$ cat src/rtl/alu_serial_wrapper.sv
// Byte-serial ALU/multiplier wrapper with DW-bit operands.
// Operands load LSB first, the result streams out LSB first, then a flag byte.
module alu_serial_wrapper #(
    parameter int DW = 16
) (
    input  logic       clk,
    input  logic       reset,
    input  logic [7:0] data_i,
    input  logic       load_a_i,
    input  logic       load_b_i,
    input  logic       load_cmd_i,
    output logic [7:0] data_o,
    output logic       valid_o,
    output logic       done_o,
    output logic       busy_o
);

    localparam int NB = DW / 8;
    localparam int CW = $clog2(2 * NB + 1);

    localparam logic [1:0] S_IDLE = 2'd0;
    localparam logic [1:0] S_EXEC = 2'd1;
    localparam logic [1:0] S_OUT  = 2'd2;
    localparam logic [1:0] S_FLAG = 2'd3;

    localparam logic [2:0] OP_ADD = 3'd0;
    localparam logic [2:0] OP_SUB = 3'd1;
    localparam logic [2:0] OP_AND = 3'd2;
    localparam logic [2:0] OP_OR  = 3'd3;
    localparam logic [2:0] OP_XOR = 3'd4;
    localparam logic [2:0] OP_SHL = 3'd5;
    localparam logic [2:0] OP_SHR = 3'd6;

    localparam logic [CW-1:0] CNT_ONE = CW'(1);

    logic [1:0]      state_q, state_d;
    logic [DW-1:0]   ra_q, ra_d;
    logic [DW-1:0]   rb_q, rb_d;
    logic            mul_q, mul_d;
    logic            ci_q, ci_d;
    logic [2:0]      op_q, op_d;
    logic [2*DW-1:0] r_q, r_d;
    logic [7:0]      f_q, f_d;
    logic [CW-1:0]   cnt_q, cnt_d;

    logic [DW-1:0]   bop;
    logic [DW:0]     sum;
    logic [DW-1:0]   res;
    logic [2*DW-1:0] prod;
    logic            c_f, v_f, z_f, n_f;

    // Datapath: SUB reuses the adder with inverted B
    always_comb begin
        bop  = (op_q == OP_SUB) ? ~rb_q : rb_q;
        sum  = {1'b0, ra_q} + {1'b0, bop} + {{DW{1'b0}}, ci_q};
        prod = {{DW{1'b0}}, ra_q} * {{DW{1'b0}}, rb_q};
        res  = '0;
        c_f  = 1'b0;
        v_f  = 1'b0;
        case (op_q)
            OP_ADD, OP_SUB: begin
                res = sum[DW-1:0];
                c_f = sum[DW];
                v_f = (ra_q[DW-1] == bop[DW-1]) &&
                      (sum[DW-1] != ra_q[DW-1]);
            end
            OP_AND: res = ra_q & rb_q;
            OP_OR:  res = ra_q | rb_q;
            OP_XOR: res = ra_q ^ rb_q;
            OP_SHL: begin
                res = {ra_q[DW-2:0], ci_q};
                c_f = ra_q[DW-1];
            end
            OP_SHR: begin
                res = {ci_q, ra_q[DW-1:1]};
                c_f = ra_q[0];
            end
            default: res = rb_q;
        endcase
        if (mul_q) begin
            c_f = 1'b0;
            v_f = 1'b0;
            z_f = (prod == '0);
            n_f = prod[2*DW-1];
        end else begin
            z_f = (res == '0);
            n_f = res[DW-1];
        end
    end

    always_comb begin
        state_d = state_q;
        ra_d    = ra_q;
        rb_d    = rb_q;
        mul_d   = mul_q;
        ci_d    = ci_q;
        op_d    = op_q;
        r_d     = r_q;
        f_d     = f_q;
        cnt_d   = cnt_q;
        case (state_q)
            S_IDLE: begin
                if (load_cmd_i) begin
                    mul_d   = data_i[7];
                    ci_d    = data_i[3];
                    op_d    = data_i[2:0];
                    state_d = S_EXEC;
                end else if (load_b_i) begin
                    rb_d = {data_i, rb_q[DW-1:8]};
                end else if (load_a_i) begin
                    ra_d = {data_i, ra_q[DW-1:8]};
                end
            end
            S_EXEC: begin
                r_d     = mul_q ? prod : {{DW{1'b0}}, res};
                f_d     = {4'b0, c_f, v_f, z_f, n_f};
                cnt_d   = mul_q ? CW'(2 * NB) : CW'(NB);
                state_d = S_OUT;
            end
            S_OUT: begin
                r_d   = r_q >> 8;
                cnt_d = cnt_q - CNT_ONE;
                if (cnt_q == CNT_ONE) begin
                    state_d = S_FLAG;
                end
            end
            default: state_d = S_IDLE;
        endcase
    end

    always_ff @(posedge clk) begin
        if (reset) begin
            state_q <= S_IDLE;
            ra_q    <= '0;
            rb_q    <= '0;
            mul_q   <= 1'b0;
            ci_q    <= 1'b0;
            op_q    <= '0;
            r_q     <= '0;
            f_q     <= '0;
            cnt_q   <= '0;
        end else begin
            state_q <= state_d;
            ra_q    <= ra_d;
            rb_q    <= rb_d;
            mul_q   <= mul_d;
            ci_q    <= ci_d;
            op_q    <= op_d;
            r_q     <= r_d;
            f_q     <= f_d;
            cnt_q   <= cnt_d;
        end
    end

    always_comb begin
        data_o  = 8'h00;
        valid_o = 1'b0;
        done_o  = 1'b0;
        if (state_q == S_OUT) begin
            data_o  = r_q[7:0];
            valid_o = 1'b1;
        end else if (state_q == S_FLAG) begin
            data_o  = f_q;
            valid_o = 1'b1;
            done_o  = 1'b1;
        end
    end

    assign busy_o = (state_q != S_IDLE);

endmodule
$ cat config.mk
export PLATFORM = sky130hd
export DESIGN_NAME = alu_serial_wrapper
export DESIGN_NICKNAME = d
export VERILOG_FILES = /design/src/rtl/alu_serial_wrapper.sv
export SDC_FILE = /design/constraint.sdc
export NUM_CORES = 1
export LEC_CHECK = 0
export CAP_MARGIN = 25
export CORE_MARGIN = 2
export CORE_UTILIZATION = 70
export DETAILED_ROUTE_END_ITERATION = 16
export PLACE_DENSITY = 0.95
export SLEW_MARGIN = 20
export SYNTH_ARGS = -nofsm -noshare
export SYNTH_HDL_FRONTEND = slang
export SYNTH_SLANG_ARGS = --single-unit
export TNS_END_PERCENT = 20
$ cat constraint.sdc
create_clock -name clk -period 17 [get_ports clk]
set_clock_uncertainty 0.15 [all_clocks]
set_input_delay 3.4 -clock clk [delete_from_list [all_inputs] [get_ports clk]]
set_output_delay 3.4 -clock clk [all_outputs]
set_load 0.01 [all_outputs]
==> impl_results.md, run 1 <==
* Filler cell count at 1526
* H-tree Lvls at 3
* Sequential share of the synthesized area at 11.03%
* Final max-slew violation count at 0
* Largest area contributor in the netlist: fa_1
* Num Clock Sinks at 78
* Die area at 21380 µm²
* Clock insertion delay at the later pin of the skew report at 360 ps
* FF-to-FF path depth at 23
* Worst setup margin at 9194 ps
* Via count at 13170
* Die Ht at 146.2 µm
* Sw frac at 45.20%
* Status: finished clean
* Setup CP Type: reg2reg
* Register area at 1563 µm²
* Sw Pwr at 412.1 µW
* Floorplan row count at 52
* IO Count at 24
* Hold WC Path Type: reg2reg
* Synth cell types at 80
* Top cell type's share of synthesized area at 27.71%
* Root buf cell: clkbuf_16
* Ratio of cells with drive above 1 in the final layout at 4.410%
* Max Buffers Root-to-Sink at 2
* CTS tree: yes
* Mapped Cells at 1778
* Synth area leaders: fa_1 28%, ha_1 14%, dfxtp_1 11%, inv_1 7.2%, nand2_1 7.2%
* CP Capture Point: f_q[1]$_SDFFE_PP0N_
* Maximum VDD drop at 0.0001590 V
* Synth warn at 0
* Total CTS buffers at 9
* Max FO, Critical Path at 14
* DRT antenna net count at 0
* Multi-input logic area at 11150 µm²
* Vias in the first global route at 13610
* Reg2reg start: ra_q[5]$_SDFFE_PP0P_
* Largest net degree at the start of global routing at 78
* Static leakage at 6.741 nW
* Placeable Area at 20040 µm²
* Post-Syn Area at 14160 µm²
* Drt first pass iters at 6
* CTS Hold Bufs at 0
* Yosys reg bits at 78
* Crit path launch: ra_q[5]$_SDFFE_PP0P_
* Number of vias per cell at 6.532
* Crit path DAT at 7920 ps
* R2R Path End: f_q[1]$_SDFFE_PP0N_
* R2R Setup Slk at 9190 ps
* Final setup vio count at 0
* Post-synth top flop: dfxtp_1
* Wire per inst at 21.90 µm
* Iter 0 DRT Violations at 1685
* Final #Nets at 2107
* Die X at 146.2 µm
* Antenna cell count at 0
* Fin Setup TNS at 0 ps
* Routed wire length at 44.16 mm
* WP data required at 17110 ps
* Drc violations at 0
* Flop pwr share at 27.2%
* Fin crit share at 45.92%
* Min cycle time layout at 7806 ps
* Maxcap violations at 0
* Startpoint types: flop
* Measured slew at the worst slew-check pin at 1036 ps
* Post-synth net total at 2144
* Layout overhead on the synthesized area at 4.700%
* Slew headroom at 30.94%
* Power Density at 61.48 nW/µm²
* Grt ovf at 0
* Syn avg cell area at 7.965 µm²
* Hold Crit Start: f_q[3]$_SDFFE_PP0N_
* Post-DP HPWL at 33.51 mm
* I/O Buffers at 23
* RSZ-0062 raised after global routing: no
* Crit path capture type: flop
* Initial antenna violation count at 0
* Clock transition at path regs at 70 ps
* Internal Power at 499.6 µW
* Min Hold Slack at 315.5 ps
* Clock Power Share at 24.4%
* Post-synth EDFFs at 0
* Post-CTS Setup Bufs at 0
* Post-CTS Resized at 0
* Max Clk Rate at 0.1281 GHz
* Starting Density at 70.67%
* First-pass GRT wire length at 70.10 mm
* RD Place Congestion at 1.066
* Hold Fails Final Rpt at 0
* Place WS at 9431 ps
* All-Layer GR Usage at 41.85%
* Logic pwr share at 48.4%
* Async S/R FF share, synth at 0%
[cell usage in the layout, fill, tap and decap left out, types with 5 or more instances in the layout]
cell type / instances
a22oi_1: 6
o22ai_1: 10
nor3_1: 23
nand2_1: 271
a21o_1: 9
xnor2_1: 39
nor2b_1: 20
and3_1: 5
a211oi_1: 12
a31oi_1: 9
or2_2: 5
clkbuf_16: 9
mux2i_1: 21
a221oi_1: 12
o31ai_1: 5
ha_1: 157
dfxtp_1: 77
buf_4: 18
o21ai_0: 49
inv_1: 273
xor2_1: 14
fa_1: 196
nand2b_1: 10
clkdlybuf4s50_1: 22
clkinv_1: 11
o211ai_1: 8
mux2_2: 6
a211oi_2: 5
nor2_1: 200
o21a_1: 10
a21oi_1: 103
nand3_1: 18
o21ai_1: 8
o221ai_1: 10
and2_1: 9
[how the worst min path moves through the flow]
| stage | end | depth (start not counted) |
|---|---|---|
| finish | f_q[3]$_SDFFE_PP0N_ | 2 |
| global route | f_q[3]$_SDFFE_PP0N_ | 2 |
| CTS | r_q[15]$_SDFFE_PP0P_ | 2 |
| detailed placement | r_q[15]$_SDFFE_PP0P_ | 2 |
| global placement | r_q[28]$_SDFFE_PP0P_ | 2 |
| floorplan | f_q[3]$_SDFFE_PP0N_ | 2 |
[critical path, cell delays in order (launching register included)]
cell and delay [ps]:
dfxtp_1 790, clkinv_1 570, nor2_1 250, fa_1 440, inv_1 90, fa_1 430
fa_1 490, fa_1 550, inv_1 50, fa_1 470, inv_1 50, fa_1 470
inv_1 90, ha_1 390, a21oi_1 180, o21ai_1 150, a21o_1 200, a21oi_2 230
o21ai_1 110, xor2_1 170, or4_1 560, nor4_1 380, a41oi_1 160, a211oi_1 270
[synthesized netlist by cell type (5+ instances only)]
| cell | number |
|---|---|
| a211oi_1 | 12 |
| a211oi_2 | 5 |
| a21o_1 | 9 |
| a21oi_1 | 103 |
| a221oi_1 | 12 |
| a22oi_1 | 6 |
| a31oi_1 | 9 |
| and2_1 | 9 |
| and3_1 | 5 |
| buf_1 | 5 |
| buf_2 | 13 |
| clkbuf_1 | 66 |
| clkinv_1 | 11 |
| dfxtp_1 | 78 |
| fa_1 | 196 |
| ha_1 | 157 |
| inv_1 | 273 |
| mux2_2 | 6 |
| mux2i_1 | 21 |
| nand2_1 | 271 |
| nand2b_1 | 10 |
| nand3_1 | 18 |
| nor2_1 | 200 |
| nor2b_1 | 20 |
| nor3_1 | 23 |
| o211ai_1 | 8 |
| o21a_1 | 10 |
| o21ai_0 | 49 |
| o21ai_1 | 8 |
| o221ai_1 | 10 |
| o22ai_1 | 10 |
| o31ai_1 | 5 |
| or2_2 | 5 |
| xnor2_1 | 39 |
| xor2_1 | 14 |
[state kept, by name (all words and copies together) (netlist names)]
signal   count
mul_q        1
r_q         32
ra_q        16
op_q         3
f_q          4
ci_q         1
cnt_q        3
state_q      2
rb_q        16
[kinds of logic (layout without fill, tap and decap cells)]
group,count (synthesis),after routing,synth area share (%)
AND/OR/NAND/NOR,593,593,17.95
multiplexers,29,29,2.279
AO/OA/AOI/OAI,295,295,13.62
XOR/XNOR,53,53,3.278
adder cells (fa/ha/maj),353,353,41.58
buffers and inverters,377,345,10.27
flip-flops,78,78,11.03
[final cells by class]
cell class / count / area share, %
Clock inverter: 6 / 0.6329
Sequential cell: 78 / 10.54
Tap cell: 270 / 2.278
Inverter: 288 / 7.291
Clock buffer: 10 / 1.612
Multi-Input combinational cell: 1323 / 75.21
Timing Repair Buffer: 41 / 2.430
[power by group through the flow]
stage / clock network, mW / logic, mW / registers (mW)
after floorplan: 0 / 0.313 / 0.234
after global placement: 0 / 0.407 / 0.246
after detailed placement: 0 / 0.419 / 0.249
after CTS: 0.221 / 0.426 / 0.245
after global routing: 0.227 / 0.473 / 0.250
final: 0.223 / 0.441 / 0.248
[routing by layer]
| metal | wire length [µm] | GRT usage [%] | up-vias |
|---|---|---|---|
| met1 | 15410 | 51.98 | 6175 |
| met3 | 5817 | 10.31 | 316 |
| met2 | 19370 | 64.91 | 1041 |
| met4 | 3557 | 28.35 | 0 |
| li1 | - | - | 5637 |
| met5 | 0 | 0 | - |
[per-stage QoR]
| step | cell area [µm²] | utilization [%] | power, mW | instances |
|---|---|---|---|---|
| floorplan | 14160 | - | 0.5476 | 1778 |
| global placement | 14490 | 72.33 | 0.6534 | 2000 |
| detailed placement | 14490 | 72.33 | 0.6681 | 2000 |
| CTS | 14830 | 73.99 | 0.8923 | 2016 |
| global route | 14830 | 73.99 | 0.9500 | 2016 |
| finish | 14830 | 73.99 | 0.9116 | 2016 |
No activity file was read; power rests on OpenSTA's default activity.
==> inputs of run 2 (changes only) <==
CORE_UTILIZATION = 60   (was 70)
PLACE_DENSITY = 0.88   (was 0.95)
clock period = 7.1 ns   (was 17 ns; I/O delays follow)
==> run 2 against run 1 <==
  * Sequential share of layout area down 0.34 points
  * First-iteration DRC count down 12%
  * Register-to-register slack worse by 9000 ps
  * Design area up 4.4%
  * Non-clock buffer count rose by 72
  * Total power increased by 130%
  * Utilization down 7.6 points
  * Sequential power is 140% higher
  * Critical path depth stayed put
  * Global-route usage down 4.1 points
  * Critical path type unchanged
==> impl_results.md, run 2 (synthesis gave the netlist of run 1 again) <==
* Max FFs per register at 32 (unchanged)
* R2R Path End: f_q[1]$_SDFFE_PP0N_
* Initial antenna violation count at 1 (+1)
* Crit path top cell by count: fa_1
* Total CTS buffers at 9 (unchanged)
* Clock insertion delay at the later pin of the skew report at 360 ps (about the same)
* Startpoint types: flop
* Largest Register: r_q
* Max Clk Rate at 0.1454 GHz (+13%)
* Ratio of cells with drive above 1 in the final layout at 9.566% (+5.2 points)
* Antenna cell count at 0 (unchanged)
* Drt first pass iters at 7 (+1)
* Top flop regs: r_q x32, ra_q x16, rb_q x16
* WP data required at 7220 ps (-9890 ps)
* Max FO, Critical Path at 7 (-7)
* Slew headroom at 32.52% (+1.6 points)
* Destination of the worst hold path: f_q[3]$_SDFFE_PP0N_
* Grt ovf at 0 (unchanged)
* Number of vias per cell at 6.112 (-6.4%)
* Hold Path Depth at 2 (unchanged)
* Crit path buffers/inverters at 6 (+1)
* Starting Density at 60.69% (-10 points)
* RD Place Congestion at 1.048 (-1.7%)
* Power Density at 138.2 nW/µm² (+120%)
* Wire per inst at 21.09 µm (-3.7%)
* Critical path's top delay family: adder cells
* Internal Power at 1.144 mW (+130%)
* All-Layer GR Usage at 37.73% (-4.1 points)
* Drc violations at 0 (unchanged)
* Max incr delay on CP at 520 ps (-270 ps)
* Placeable Area at 23330 µm² (+16%)
* DRT antenna net count at 0 (unchanged)
* Hold WC Path Type: reg2reg
* Post-DP HPWL at 35.68 mm (+6.5%)
* Post-route core utilization at 66.36% (-7.6 points)
* Root buf cell: clkbuf_16
* Setup CP Type: reg2reg
* Routed wire length at 45.10 mm (+2.1%)
* I/O Buffers at 23 (unchanged)
* Largest net degree at the start of global routing at 78 (unchanged)
* Iter 0 DRT Violations at 1486 (-12%)
* Status: finished clean
* Die area at 24850 µm² (+16%)
* Sw Pwr at 995.5 µW (+140%)
* Floorplan row count at 56 (+7.7%)
* Hold Fails Final Rpt at 0 (unchanged)
* Worst path cell trace: clkinvlp_4 -> buf_4 -> nor2_1 -> fa_1 -> inv_1 -> fa_1 -> fa_1 -> inv_1 -> fa_1 -> fa_1 -> inv_1 -> fa_1 -> inv_1 -> ha_1 -> a21oi_1 -> nor2_1 -> a211oi_2 -> o21ai_4 -> xor2_1 -> or3_1 -> nor4_4 -> a41oi_1 -> a211oi_1
* CTS tree: yes
* Logic pwr share at 51.1% (+2.7 points)
* Clock transition at path regs at 70 ps (about the same)
* Most common cell after layout, fill and taps aside: nand2_1
* Die Ht at 157.6 µm (+7.8%)
* Maximum VDD drop at 0.0003666 V (+130%)
* Critical-path top delay cell: fa_1
* Max Buffers Root-to-Sink at 2 (unchanged)
* Static leakage at 7.080 nW (+5.0%)
* CTS Hold Bufs at 0 (unchanged)
* Reg2reg start: rb_q[5]$_SDFFE_PP0P_
* Die X at 157.6 µm (+7.8%)
* Maxcap violations at 0 (unchanged)
* Crit path DAT at 7000 ps (-920 ps)
* Clock Power Share at 21.5% (-2.9 points)
* Final setup vio count at 0 (unchanged)
* Flop pwr share at 27.4% (+0.2 points)
* Num Clock Sinks at 78 (unchanged)
* Min Hold Slack at 312.1 ps (-3.320 ps)
* Via count at 13070 (-0.77%)
* RSZ-0062 raised after global routing: no
* Final #Nets at 2180 (+3.5%)
* Fin crit share at 96.88% (+51 points)
* Min cycle time layout at 6878 ps (-927.5 ps)
* Measured slew at the worst slew-check pin at 1009 ps (-26.66 ps)
* Final max-slew violation count at 0 (unchanged)
* Fin Setup TNS at 0 ps (unchanged)
* R2R Setup Slk at 220 ps (-8970 ps)
* Layout overhead on the synthesized area at 9.330%
* FF-to-FF path depth at 23 (unchanged)
* Filler cell count at 1903 (+25%)
* Crit path capture type: flop
* IO Count at 24 (unchanged)
* Vias in the first global route at 13190 (-3.1%)
* First-pass GRT wire length at 71.19 mm (+1.6%)
* Cell depth of the worst setup path at 23 (unchanged)
* Sw frac at 46.53% (+1.3 points)
* Hold Crit Start: f_q[3]$_SDFFE_PP0N_
* H-tree Lvls at 3 (unchanged)
* Most frequent cells in the layout: 271 x nand2_1, 269 x inv_1, 200 x nor2_1
-- run 2: how the worst max path moves through the flow --
stage	from	end	slack, ps
finish	rb_q[5]$_SDFFE_PP0P_	f_q[1]$_SDFFE_PP0N_	220
global route	ra_q[7]$_SDFFE_PP0P_	f_q[1]$_SDFFE_PP0N_	6
CTS	ra_q[9]$_SDFFE_PP0P_	f_q[1]$_SDFFE_PP0N_	120
detailed placement	rb_q[8]$_SDFFE_PP0P_	f_q[1]$_SDFFE_PP0N_	10
global placement	rb_q[8]$_SDFFE_PP0P_	f_q[1]$_SDFFE_PP0N_	50
floorplan	ra_q[5]$_SDFFE_PP0P_	f_q[1]$_SDFFE_PP0N_	460
-- run 2: timing repair --
action	in CTS	in global routing
resized for setup	1	28
endpoints found under the setup margin	1	3
setup buffers	0	10
cloned	0	1
pin swaps	0	1
-- run 2: worst min-delay path, delay by kind of cell, from the launching register on --
| kind | cells | cell delay, ps |
|---|---|---|
| DFF | 1 | 310 |
| AOI/OAI and AO/OA | 1 | 50 |
| and+or+nand+nor | 1 | 60 |
-- run 2: final cells by class --
class	instances	area (µm²)	share of cell area [%]
Multi-Input combinational cell	1323	11220	72.48
Clock inverter	7	57.56	0.3717
Clock buffer	9	225.2	1.455
Sequential cell	78	1579	10.20
Timing Repair Buffer	113	900.9	5.819
Tap cell	319	399.1	2.578
Timing Repair inverter	1	7.507	0.04849
Inverter	288	1092	7.055
-- run 2: layer usage --
metal | vias up | routed length (µm) | global-route usage (%)
li1 | 5762 | - | -
met1 | 6290 | 16800 | 48.28
met2 | 817 | 20410 | 60.33
met3 | 196 | 4943 | 7.802
met4 | 2 | 2933 | 20.00
met5 | - | 11 | 0
-- run 2: power groups by stage --
stage	combinational [mW]	clock, mW	sequential, mW
4_1_cts	1.06	0.461	0.582
3_5_place_dp	1.05	0	0.590
6_report	1.09	0.460	0.587
3_3_place_gp	1.03	0	0.584
2_1_floorplan	0.750	0	0.561
5_1_grt	1.18	0.475	0.593
-- run 2: stage by stage --
| step | std cells | power (mW) | area (µm²) | setup slack, ps |
|---|---|---|---|---|
| after floorplan | 1778 | 1.311 | 14160 | 455.7 |
| after global placement | 2111 | 1.610 | 15020 | 52.10 |
| after detailed placement | 2111 | 1.637 | 15020 | 14.32 |
| after CTS | 2127 | 2.100 | 15300 | 115.4 |
| after global routing | 2138 | 2.248 | 15480 | 6.259 |
| final | 2138 | 2.139 | 15480 | 221.5 |
==> inputs of run 3 (changes only) <==
SLEW_MARGIN = 15   (was 20)
==> results of run 3 <==
No change in the layout: final DEF, timing and power equal those of run 2.
